--- src/rtl/ysyx_24070014_mem_arbiter_pkg.sv ---
// Shared definitions for the IFU/LSU memory arbiter: FSM state and owner encodings.
package ysyx_24070014_mem_arbiter_pkg;

  typedef enum logic [1:0] {
    IDLE  = 2'd0,
    ISSUE = 2'd1,
    WAIT  = 2'd2
  } arb_state_e;

  localparam logic OWNER_IFU = 1'b0;
  localparam logic OWNER_LSU = 1'b1;

endpackage

--- src/rtl/ysyx_24070014_rr_arbiter2.sv ---
// Two-way round-robin grant: a lone request always wins; on a tie the
// requester that did not win last time is granted.
module ysyx_24070014_rr_arbiter2
  import ysyx_24070014_mem_arbiter_pkg::*;
(
  input  logic req0,
  input  logic req1,
  input  logic last_grant,
  output logic grant0,
  output logic grant1
);

  // Grant decode: at most one grant high, ties alternate against last_grant.
  always_comb begin
    grant0 = 1'b0;
    grant1 = 1'b0;
    if (req0 && req1) begin
      if (last_grant == OWNER_IFU) begin
        grant1 = 1'b1;
      end else begin
        grant0 = 1'b1;
      end
    end else begin
      grant0 = req0;
      grant1 = req1;
    end
  end

endmodule

--- src/rtl/ysyx_24070014_mem_arbiter.sv ---
// Memory port arbiter for the multi-cycle core. One transaction is in flight
// at a time: IDLE accepts a request, ISSUE holds a valid/ready request to
// memory, WAIT collects the response. A watchdog aborts with an error pulse
// when memory stays silent for TIMEOUT cycles.
module ysyx_24070014_mem_arbiter
  import ysyx_24070014_mem_arbiter_pkg::*;
#(
  parameter int ADDR_LEN = 32,
  parameter int DATA_LEN = 32,
  parameter int TIMEOUT  = 255
) (
  input  logic                    clk,
  input  logic                    reset,
  input  logic                    ifu_req_valid,
  output logic                    ifu_req_ready,
  input  logic [ADDR_LEN-1:0]     ifu_addr,
  output logic                    ifu_resp_valid,
  output logic                    ifu_resp_err,
  output logic [DATA_LEN-1:0]     ifu_rdata,
  input  logic                    lsu_req_valid,
  output logic                    lsu_req_ready,
  input  logic [ADDR_LEN-1:0]     lsu_addr,
  input  logic                    lsu_wen,
  input  logic [DATA_LEN-1:0]     lsu_wdata,
  input  logic [DATA_LEN/8-1:0]   lsu_wmask,
  output logic                    lsu_resp_valid,
  output logic                    lsu_resp_err,
  output logic [DATA_LEN-1:0]     lsu_rdata,
  output logic                    mem_req_valid,
  input  logic                    mem_req_ready,
  output logic [ADDR_LEN-1:0]     mem_addr,
  output logic                    mem_wen,
  output logic [DATA_LEN-1:0]     mem_wdata,
  output logic [DATA_LEN/8-1:0]   mem_wmask,
  input  logic                    mem_resp_valid,
  input  logic [DATA_LEN-1:0]     mem_rdata
);

  localparam int                 CNT_W      = $clog2(TIMEOUT + 2);
  // Counter value during the last permitted cycle; it reaches TIMEOUT at that edge.
  localparam logic [CNT_W-1:0]   CNT_LAST   = CNT_W'(TIMEOUT - 1);
  localparam logic               TIMEOUT_EN = (TIMEOUT != 0);

  arb_state_e            state_r;
  arb_state_e            state_nx_s;
  logic                  owner_r;
  logic                  last_grant_r;
  logic [CNT_W-1:0]      cnt_r;
  logic                  grant_ifu_s;
  logic                  grant_lsu_s;
  logic                  accept_s;
  logic                  resp_ok_s;
  logic                  abort_s;
  logic                  timeout_hit_s;
  logic                  finish_s;
  logic [DATA_LEN-1:0]   resp_data_s;

  ysyx_24070014_rr_arbiter2 u_rr (
    .req0       (ifu_req_valid),
    .req1       (lsu_req_valid),
    .last_grant (last_grant_r),
    .grant0     (grant_ifu_s),
    .grant1     (grant_lsu_s)
  );

  assign ifu_req_ready = (state_r == IDLE) && grant_ifu_s;
  assign lsu_req_ready = (state_r == IDLE) && grant_lsu_s;
  assign mem_req_valid = (state_r == ISSUE);
  assign timeout_hit_s = TIMEOUT_EN && (cnt_r == CNT_LAST);
  assign finish_s      = resp_ok_s || abort_s;

  // Next-state logic; a response in the final watchdog cycle beats the abort.
  always_comb begin
    state_nx_s = state_r;
    accept_s   = 1'b0;
    resp_ok_s  = 1'b0;
    abort_s    = 1'b0;
    case (state_r)
      IDLE: begin
        if (grant_ifu_s || grant_lsu_s) begin
          accept_s   = 1'b1;
          state_nx_s = ISSUE;
        end else begin
          state_nx_s = IDLE;
        end
      end
      ISSUE: begin
        if (timeout_hit_s) begin
          abort_s    = 1'b1;
          state_nx_s = IDLE;
        end else if (mem_req_ready) begin
          state_nx_s = WAIT;
        end else begin
          state_nx_s = ISSUE;
        end
      end
      WAIT: begin
        if (mem_resp_valid) begin
          resp_ok_s  = 1'b1;
          state_nx_s = IDLE;
        end else if (timeout_hit_s) begin
          abort_s    = 1'b1;
          state_nx_s = IDLE;
        end else begin
          state_nx_s = WAIT;
        end
      end
      default: begin
        state_nx_s = IDLE;
      end
    endcase
  end

  // Data returned to the owner: loads pass memory data, stores and aborts return zero.
  always_comb begin
    resp_data_s = '0;
    if (resp_ok_s && !mem_wen) begin
      resp_data_s = mem_rdata;
    end else begin
      resp_data_s = '0;
    end
  end

  // FSM state register.
  always_ff @(posedge clk or posedge reset) begin
    if (reset) begin
      state_r <= IDLE;
    end else begin
      state_r <= state_nx_s;
    end
  end

  // Latch the winning request; IFU fetches never write.
  always_ff @(posedge clk or posedge reset) begin
    if (reset) begin
      owner_r      <= OWNER_IFU;
      last_grant_r <= OWNER_IFU;
      mem_addr     <= '0;
      mem_wen      <= 1'b0;
      mem_wdata    <= '0;
      mem_wmask    <= '0;
    end else if (accept_s) begin
      owner_r      <= grant_lsu_s ? OWNER_LSU : OWNER_IFU;
      last_grant_r <= grant_lsu_s ? OWNER_LSU : OWNER_IFU;
      mem_addr     <= grant_lsu_s ? lsu_addr : ifu_addr;
      mem_wen      <= grant_lsu_s && lsu_wen;
      mem_wdata    <= grant_lsu_s ? lsu_wdata : '0;
      mem_wmask    <= grant_lsu_s ? lsu_wmask : '0;
    end else begin
      owner_r      <= owner_r;
      last_grant_r <= last_grant_r;
    end
  end

  // Watchdog counter: cleared on accept, counts every ISSUE/WAIT cycle.
  always_ff @(posedge clk or posedge reset) begin
    if (reset) begin
      cnt_r <= '0;
    end else if (accept_s) begin
      cnt_r <= '0;
    end else if ((state_r == ISSUE) || (state_r == WAIT)) begin
      cnt_r <= cnt_r + CNT_W'(1);
    end else begin
      cnt_r <= cnt_r;
    end
  end

  // Response pulse to the owner; data and error hold between pulses.
  always_ff @(posedge clk or posedge reset) begin
    if (reset) begin
      ifu_resp_valid <= 1'b0;
      ifu_resp_err   <= 1'b0;
      ifu_rdata      <= '0;
      lsu_resp_valid <= 1'b0;
      lsu_resp_err   <= 1'b0;
      lsu_rdata      <= '0;
    end else begin
      ifu_resp_valid <= finish_s && (owner_r == OWNER_IFU);
      lsu_resp_valid <= finish_s && (owner_r == OWNER_LSU);
      if (finish_s && (owner_r == OWNER_IFU)) begin
        ifu_resp_err <= abort_s;
        ifu_rdata    <= resp_data_s;
      end else begin
        ifu_resp_err <= ifu_resp_err;
        ifu_rdata    <= ifu_rdata;
      end
      if (finish_s && (owner_r == OWNER_LSU)) begin
        lsu_resp_err <= abort_s;
        lsu_rdata    <= resp_data_s;
      end else begin
        lsu_resp_err <= lsu_resp_err;
        lsu_rdata    <= lsu_rdata;
      end
    end
  end

endmodule

--- config.mk ---
export PLATFORM = sky130hd
export DESIGN_NAME = ysyx_24070014_mem_arbiter
export DESIGN_NICKNAME = d
export VERILOG_FILES = /design/src/rtl/ysyx_24070014_mem_arbiter_pkg.sv /design/src/rtl/ysyx_24070014_rr_arbiter2.sv /design/src/rtl/ysyx_24070014_mem_arbiter.sv
export SDC_FILE = /design/constraint.sdc
export NUM_CORES = 1
export LEC_CHECK = 0
export ABC_AREA = 1
export CAP_MARGIN = 20
export CORE_MARGIN = 2
export CORE_UTILIZATION = 46
export CTS_CLUSTER_SIZE = 30
export DETAILED_ROUTE_END_ITERATION = 8
export GPL_TIMING_DRIVEN = 0
export PLACE_DENSITY = 0.91
export SYNTH_ARGS = -nofsm -noshare
export SYNTH_HDL_FRONTEND = slang
export SYNTH_SLANG_ARGS = --single-unit
--- constraint.sdc ---
create_clock -name clk -period 6.9 [get_ports clk]
set_clock_uncertainty 0.15 [all_clocks]
set_input_delay 0.69 -clock clk [delete_from_list [all_inputs] [get_ports clk]]
set_output_delay 0.69 -clock clk [all_outputs]
set_load 0.02 [all_outputs]
==> results of run 1 <==
synthesized netlist by cell type (3+ instances only):
cell type,count,area (sq um)
a21oi_1,4,20.0
a31oi_1,33,206
buf_1,3,11.3
buf_2,13,65.1
buf_4,7,52.6
buf_6,6,67.6
clkbuf_1,22,82.6
dfrtp_1,149,3730
ha_1,6,75.1
inv_1,22,82.6
inv_2,4,15.0
nand2_1,292,1100
nand2_2,3,18.8
nand2_4,3,33.8
nand3_1,35,175
nand4_1,64,400
nor2_1,43,161
nor3_1,4,20.0
cells by family (layout without fill, tap and decap cells):
group                    after synthesis  in the layout
AND/OR/NAND/NOR                      448            448
buffers and inverters                 77            385
XOR/XNOR                               3              3
AO/OA/AOI/OAI                         42             42
adder cells (fa/ha/maj)                6              6
flip-flops                           149            149
worst max-delay path: cells and delay by family:
kind | cells | cell delay (ns)
buf+inv | 4 | 1.43
simple gates | 2 | 0.28
layout make-up:
| class | instances | share of cell area [%] |
|---|---|---|
| clock inverters | 9 | 1.49 |
| inverters | 26 | 1.02 |
| flip-flops and latches | 149 | 37.0 |
| clock buffers | 21 | 4.77 |
| multi-input cells | 499 | 22.8 |
| well taps | 180 | 2.24 |
| repair buffers | 278 | 27.8 |
| plain buffers | 51 | 2.77 |
power breakdown:
| part | switching (W) | internal, W | total [W] |
|---|---|---|---|
| combinational | 0.00122 | 0.000916 | 0.00213 |
| clock | 0.000342 | 0.000638 | 0.000980 |
| sequential | 0.000199 | 0.00122 | 0.00142 |
| total | 0.00176 | 0.00278 | 0.00453 |
per-stage QoR:
stage                     util, %  total power [W]
final                        73.4          0.00453
after global routing         73.4          0.00480
after CTS                    73.4          0.00457
after detailed placement     68.8          0.00356
after global placement       68.5          0.00350
after floorplan                 -          0.00254
state kept, by name (all words and copies together), names as in the netlist:
name and cells:
state_r 2, ifu_rdata 32, last_grant_r 1, lsu_resp_err 1, mem_wen 1, cnt_r 9
mem_wdata 32, mem_wmask 4, ifu_resp_err 1, ifu_resp_valid 1, lsu_resp_valid 1, mem_addr 32
lsu_rdata 32
path summary, 6_finish.rpt:
| path | slack (ns) | start | depth (start not counted) | end |
|---|---|---|---|---|
| min in group asynchronous | 0.61 | reset | 2 | mem_wdata[31] |
| hold / removal | 0.32 | mem_wdata[26] | 2 | mem_wdata[26] |
| setup reg to reg | 4.97 | state_r[1] | 10 | ifu_rdata[22] |
| hold reg to reg | 0.32 | mem_wdata[26] | 2 | mem_wdata[26] |
| setup / recovery | 3.66 | ifu_req_valid | 6 | lsu_req_ready |
| max in group asynchronous | 5.16 | reset | 3 | mem_addr[0] |
routing by layer:
metal | vias to the layer above | global-route usage, % | part of all wire, %
li1 | 2976 | - | -
met1 | 2960 | 30.0 | 38
met2 | 268 | 45.8 | 52
met3 | 44 | 6.69 | 8.0
met4 | 0 | 10.7 | 2.9
met5 | - | 0 | 0
==> results.sh, run 1 <==
export IMPL_antenna_left=0
export IMPL_tns_ns=0
export IMPL_core_area_sq_mm=0.0137
export IMPL_drt_iter0_drc=401
export IMPL_nFillCells=1022
export IMPL_final_cell_mix="292 x nand2_1, 277 x clkdlybuf4s50_1, 149 x dfrtp_1"
export IMPL_crit_path_cell_trace="clkdlybuf4s50_1 > nand2_2 > nand3_2 > inv_1 > buf_2 > clkdlybuf4s50_1"
export IMPL_grt_max_degree=84
export IMPL_drive_gt1_share_pct=6.87
export IMPL_grt_first_pass_wirelength_um=30200
export IMPL_grt_antenna_before_repair=0
export IMPL_worst_ir_drop_vdd_v=0.000232
export IMPL_synth_compound_area_share_pct=4.10
export IMPL_track_usage_pct=26.0
export IMPL_portBuffers=277
export IMPL_slew_viol_final=0
export IMPL_synth_edf_count=0
export IMPL_status="completed"
export IMPL_multi_input_area_sq_mm=0.00230
export IMPL_worst_slack_ns=3.66
export IMPL_numCtsBuffers=17
export IMPL_path_common_cell="clkdlybuf4s50_1"
export IMPL_cts_tree="done"
export IMPL_die_h_um=122
export IMPL_cts_setup_buffers=0
export IMPL_syn_area_per_cell_sq_um=8.83
export IMPL_cp_required_ns=6.06
export IMPL_endpoint_kind="primary output"
export IMPL_clk_insertion_delay_late_ns=0.41
export IMPL_period_share_pct=47.0
export IMPL_final_nets=1167
export IMPL_synthToLayoutAreaGrowth_pct=57.2
export IMPL_start_util_pct=46.7
export IMPL_cts_root_buf="clkbuf_16"
export IMPL_avgViaCountPerCell=5.15
export IMPL_rsz0062_at_grt="no"
export IMPL_clockBufferDepth=2
export IMPL_avgRoutedWirePerCell_um=15.6
export IMPL_dp_hpwl_um=14000
export IMPL_ys_warn_count=0
export IMPL_place_ws_ns=3.68
export IMPL_fin_crit_ns=3.24
export IMPL_ys_seq_area_share_pct=58.2
export IMPL_yosys_area_share_simple_pct=30.2
export IMPL_crit_type="in2out"
export IMPL_drt_first_pass_iters=5
export IMPL_cts_sinks=149
export IMPL_slew_headroom_pct=59.5
export IMPL_yosys_area_share_xor_xnor_pct=0.410
export IMPL_synthCells=725
export IMPL_p_per_area_mw_per_mm2=451
export IMPL_path_clk_slew_ns=0.06
export IMPL_die_w_um=122
export IMPL_async_flop_share_pct=100
export IMPL_max_freq_mhz=308
export IMPL_diodes=0
export IMPL_slowest_delay_ns=0.63
export IMPL_gp_congestion=0.866
export IMPL_overflow=0
export IMPL_finalInstanceArea_sq_mm=0.0101
export IMPL_timing_hold_violations_final=0
export IMPL_final_common_cell="nand2_1"
export IMPL_register_area_sq_mm=0.00373
export IMPL_hp_class="reg2reg"
export IMPL_ys_ff_latch=149
export IMPL_synth_cell_types=28
export IMPL_fin_cells=1213
export IMPL_synth_top_family_by_area="simple AND/OR/NAND/NOR gates"
export IMPL_vias=6248
export IMPL_synth_top_flop_cell="dfrtp_1"
export IMPL_power_leakage_nw=4.81
export IMPL_max_cap_violations=0
export IMPL_crit_path_max_fanout=10
export IMPL_synthAdderAreaFrac_pct=1.17
export IMPL_synthMuxAreaShare_pct=0
export IMPL_h_tree_depth=4
export IMPL_drt_wl_total_um=18900
export IMPL_crit_path_top_delay_cell="clkdlybuf4s50_1"
export IMPL_grt_pass1_vias=6185
export IMPL_cp_arrival_ns=2.40
export IMPL_rows=43
export IMPL_tightestPinTransition_ns=0.607
export IMPL_die_area_sq_mm=0.0149
export IMPL_setup_violations=0
export IMPL_syn_nets=870
export IMPL_place_area_sq_mm=0.00943
export IMPL_hold_ws_ns=0.320
export IMPL_place_inst=1183
export IMPL_syn_cell_area_sq_mm=0.00640
export IMPL_ctsHoldBuffers=0
export IMPL_ioPinCount=279
export IMPL_drc=0
export IMPL_cts_resized=0
export IMPL_cp_start_kind="input pin"
Power figures use the tool's default switching activity.
==> inputs of run 2 (changes only) <==
Settings changed: CORE_UTILIZATION 46 to 42, PLACE_DENSITY 0.91 to 0.85.
Clock period 6.9 ns to 3.06 ns, I/O delays scaled along.
==> run 2 against run 1 <==
Against the previous run:
- sequential power increased by 130%
- design area decreased by 0.26%
- highest routed layer unchanged
- largest cell class unchanged
- critical path type is now reg2out
- largest power group unchanged
- count of clock-buffer cells in the layout decreased by 3
==> results.sh, run 2 (synthesized netlist as in run 1, its figures left out) <==
export IMPL_status="completed"
export IMPL_antenna_left=0
export IMPL_holdCritStartpoint="lsu_req_valid"
export IMPL_start_util_pct=42.6
export IMPL_finish_utilization_pct=66.8
export IMPL_core_area_sq_mm=0.0150
export IMPL_max_freq_mhz=374
export IMPL_finalInstanceArea_sq_mm=0.0100
export IMPL_clockBufferDepth=2
export IMPL_p_switching_w=0.00399
export IMPL_portBuffers=277
export IMPL_avgRoutedWirePerCell_um=15.4
export IMPL_hold_end="mem_addr[30]"
export IMPL_setup_violations=0
export IMPL_crit_type="reg2out"
export IMPL_worst_slack_ns=0.383
export IMPL_p_int_w=0.00602
export IMPL_die_w_um=127
export IMPL_overflow=0
export IMPL_grt_antenna_before_repair=0
export IMPL_cp_start_kind="register"
export IMPL_max_cap_violations=0
export IMPL_die_h_um=127
export IMPL_slowest_delay_ns=0.63
export IMPL_crit_path_cell_trace="buf_4 > nand2_2 > nand3_2 > inv_1 > buf_2 > clkdlybuf4s50_1"
export IMPL_comb_power_share_pct=48.0
export IMPL_final_cell_mix="292 x nand2_1, 277 x clkdlybuf4s50_1, 149 x dfrtp_1"
export IMPL_ioPinCount=279
export IMPL_synthToLayoutAreaGrowth_pct=56.8
export IMPL_cts_setup_buffers=0
export IMPL_rows=45
export IMPL_r2r_setup_slack_ns=1.20
export IMPL_cts_sinks=149
export IMPL_period_share_pct=87.5
export IMPL_h_tree_depth=4
export IMPL_timing_rr_start="state_r[1]"
export IMPL_cp_required_ns=2.60
export IMPL_vias=6235
export IMPL_drt_first_pass_iters=5
export IMPL_r2r_end="ifu_rdata[10]"
export IMPL_cts_tree="done"
export IMPL_tns_ns=0
export IMPL_avgViaCountPerCell=5.09
export IMPL_cts_root_buf="clkbuf_16"
export IMPL_worst_ir_drop_vdd_v=0.000451
export IMPL_slew_viol_final=0
export IMPL_worst_path_buf_inv=4
export IMPL_numCtsBuffers=17
export IMPL_grt_first_pass_wirelength_um=30400
export IMPL_place_ws_ns=0.590
export IMPL_grt_pass1_vias=6036
export IMPL_final_nets=1169
export IMPL_drive_gt1_share_pct=7.05
export IMPL_die_area_sq_mm=0.0162
export IMPL_hold_depth=3
export IMPL_power_leakage_nw=4.78
export IMPL_tightestPinTransition_ns=0.789
export IMPL_cp_top_family="buffers and inverters"
export IMPL_slew_headroom_pct=47.3
export IMPL_pwr_share_clk_pct=20.0
export IMPL_r2r_cells=10
export IMPL_hp_class="in2reg"
export IMPL_track_usage_pct=23.6
export IMPL_crit_path_top_delay_cell="clkdlybuf4s50_1"
export IMPL_cts_resized=0
export IMPL_place_area_sq_mm=0.00948
export IMPL_fin_cells=1224
export IMPL_dp_hpwl_um=14200
export IMPL_drt_iter0_drc=391
export IMPL_grt_max_degree=42
export IMPL_drt_wl_total_um=18900
export IMPL_pwr_share_seq_pct=32.0
export IMPL_timing_hold_violations_final=0
export IMPL_endpoint_kind="primary output"
export IMPL_fin_crit_ns=2.68
export IMPL_sw_frac_of_total_pct=39.9
export IMPL_place_inst=1193
export IMPL_diodes=0
export IMPL_cp_arrival_ns=2.22
export IMPL_rsz0062_at_grt="no"
export IMPL_p_per_area_mw_per_mm2=997
export IMPL_drc=0
export IMPL_clk_insertion_delay_late_ns=0.41
export IMPL_gp_congestion=0.841
export IMPL_path_clk_slew_ns=0.06
export IMPL_crit_path_max_fanout=10
export IMPL_final_common_cell="nand2_1"
export IMPL_ctsHoldBuffers=0
==> run 2: metrics by stage <==
stage | hold WS (ns) | total power [W]
after floorplan | 0.273 | 0.00572
after CTS | 0.128 | 0.0101
final | 0.144 | 0.0100
after global placement | 0.303 | 0.00792
after global routing | 0.160 | 0.0106
after detailed placement | 0.307 | 0.00805
==> run 2: how the worst max path moves through the flow <==
stage | from | end | slack, ns | cells after the start
2_1_floorplan | reset | cnt_r[0] | 0.73 | 1
3_3_place_gp | reset | mem_wdata[11] | -0.54 | 2
3_5_place_dp | ifu_req_valid | lsu_req_ready | 0.59 | 6
4_1_cts | last_grant_r | lsu_req_ready | 0.34 | 6
5_1_grt | last_grant_r | lsu_req_ready | 0.23 | 6
6_report | last_grant_r | lsu_req_ready | 0.38 | 6
==> run 2: final cells by class <==
cell class / count / area, sq um
buffer: 51 / 279
clock buffer: 18 / 429
clock inverter: 13 / 134
fill: 1191 / 4990
inverter: 26 / 101
multi-input combinational: 499 / 2300
sequential: 149 / 3730
tap: 188 / 235
timing repair buffer: 280 / 2830
==> run 2: worst register-to-register path: cells and delay by family (launching register included) <==
kind	cells	cell delay [ns]
fa+ha+maj	1	0.32
buf+inv	3	0.33
compound gates	1	0.15
flops	1	0.38
simple gates	5	0.41
==> run 2: routing by layer <==
layer / GRT usage (%) / vias up / wire length [um]
met3: 7.20 / 27 / 1630
met4: 7.89 / 0 / 335
met5: 0 / - / 0
met1: 28.0 / 2947 / 7320
met2: 40.9 / 268 / 9570
li1: - / 2993 / -
==> run 2: power by group through the flow <==
stage | registers [W] | logic, W | clock network [W]
final | 0.00320 | 0.00480 | 0.00200
after floorplan | 0.00409 | 0.00163 | 0
after detailed placement | 0.00323 | 0.00483 | 0
after CTS | 0.00321 | 0.00484 | 0.00204
after global placement | 0.00320 | 0.00473 | 0
after global routing | 0.00330 | 0.00520 | 0.00213
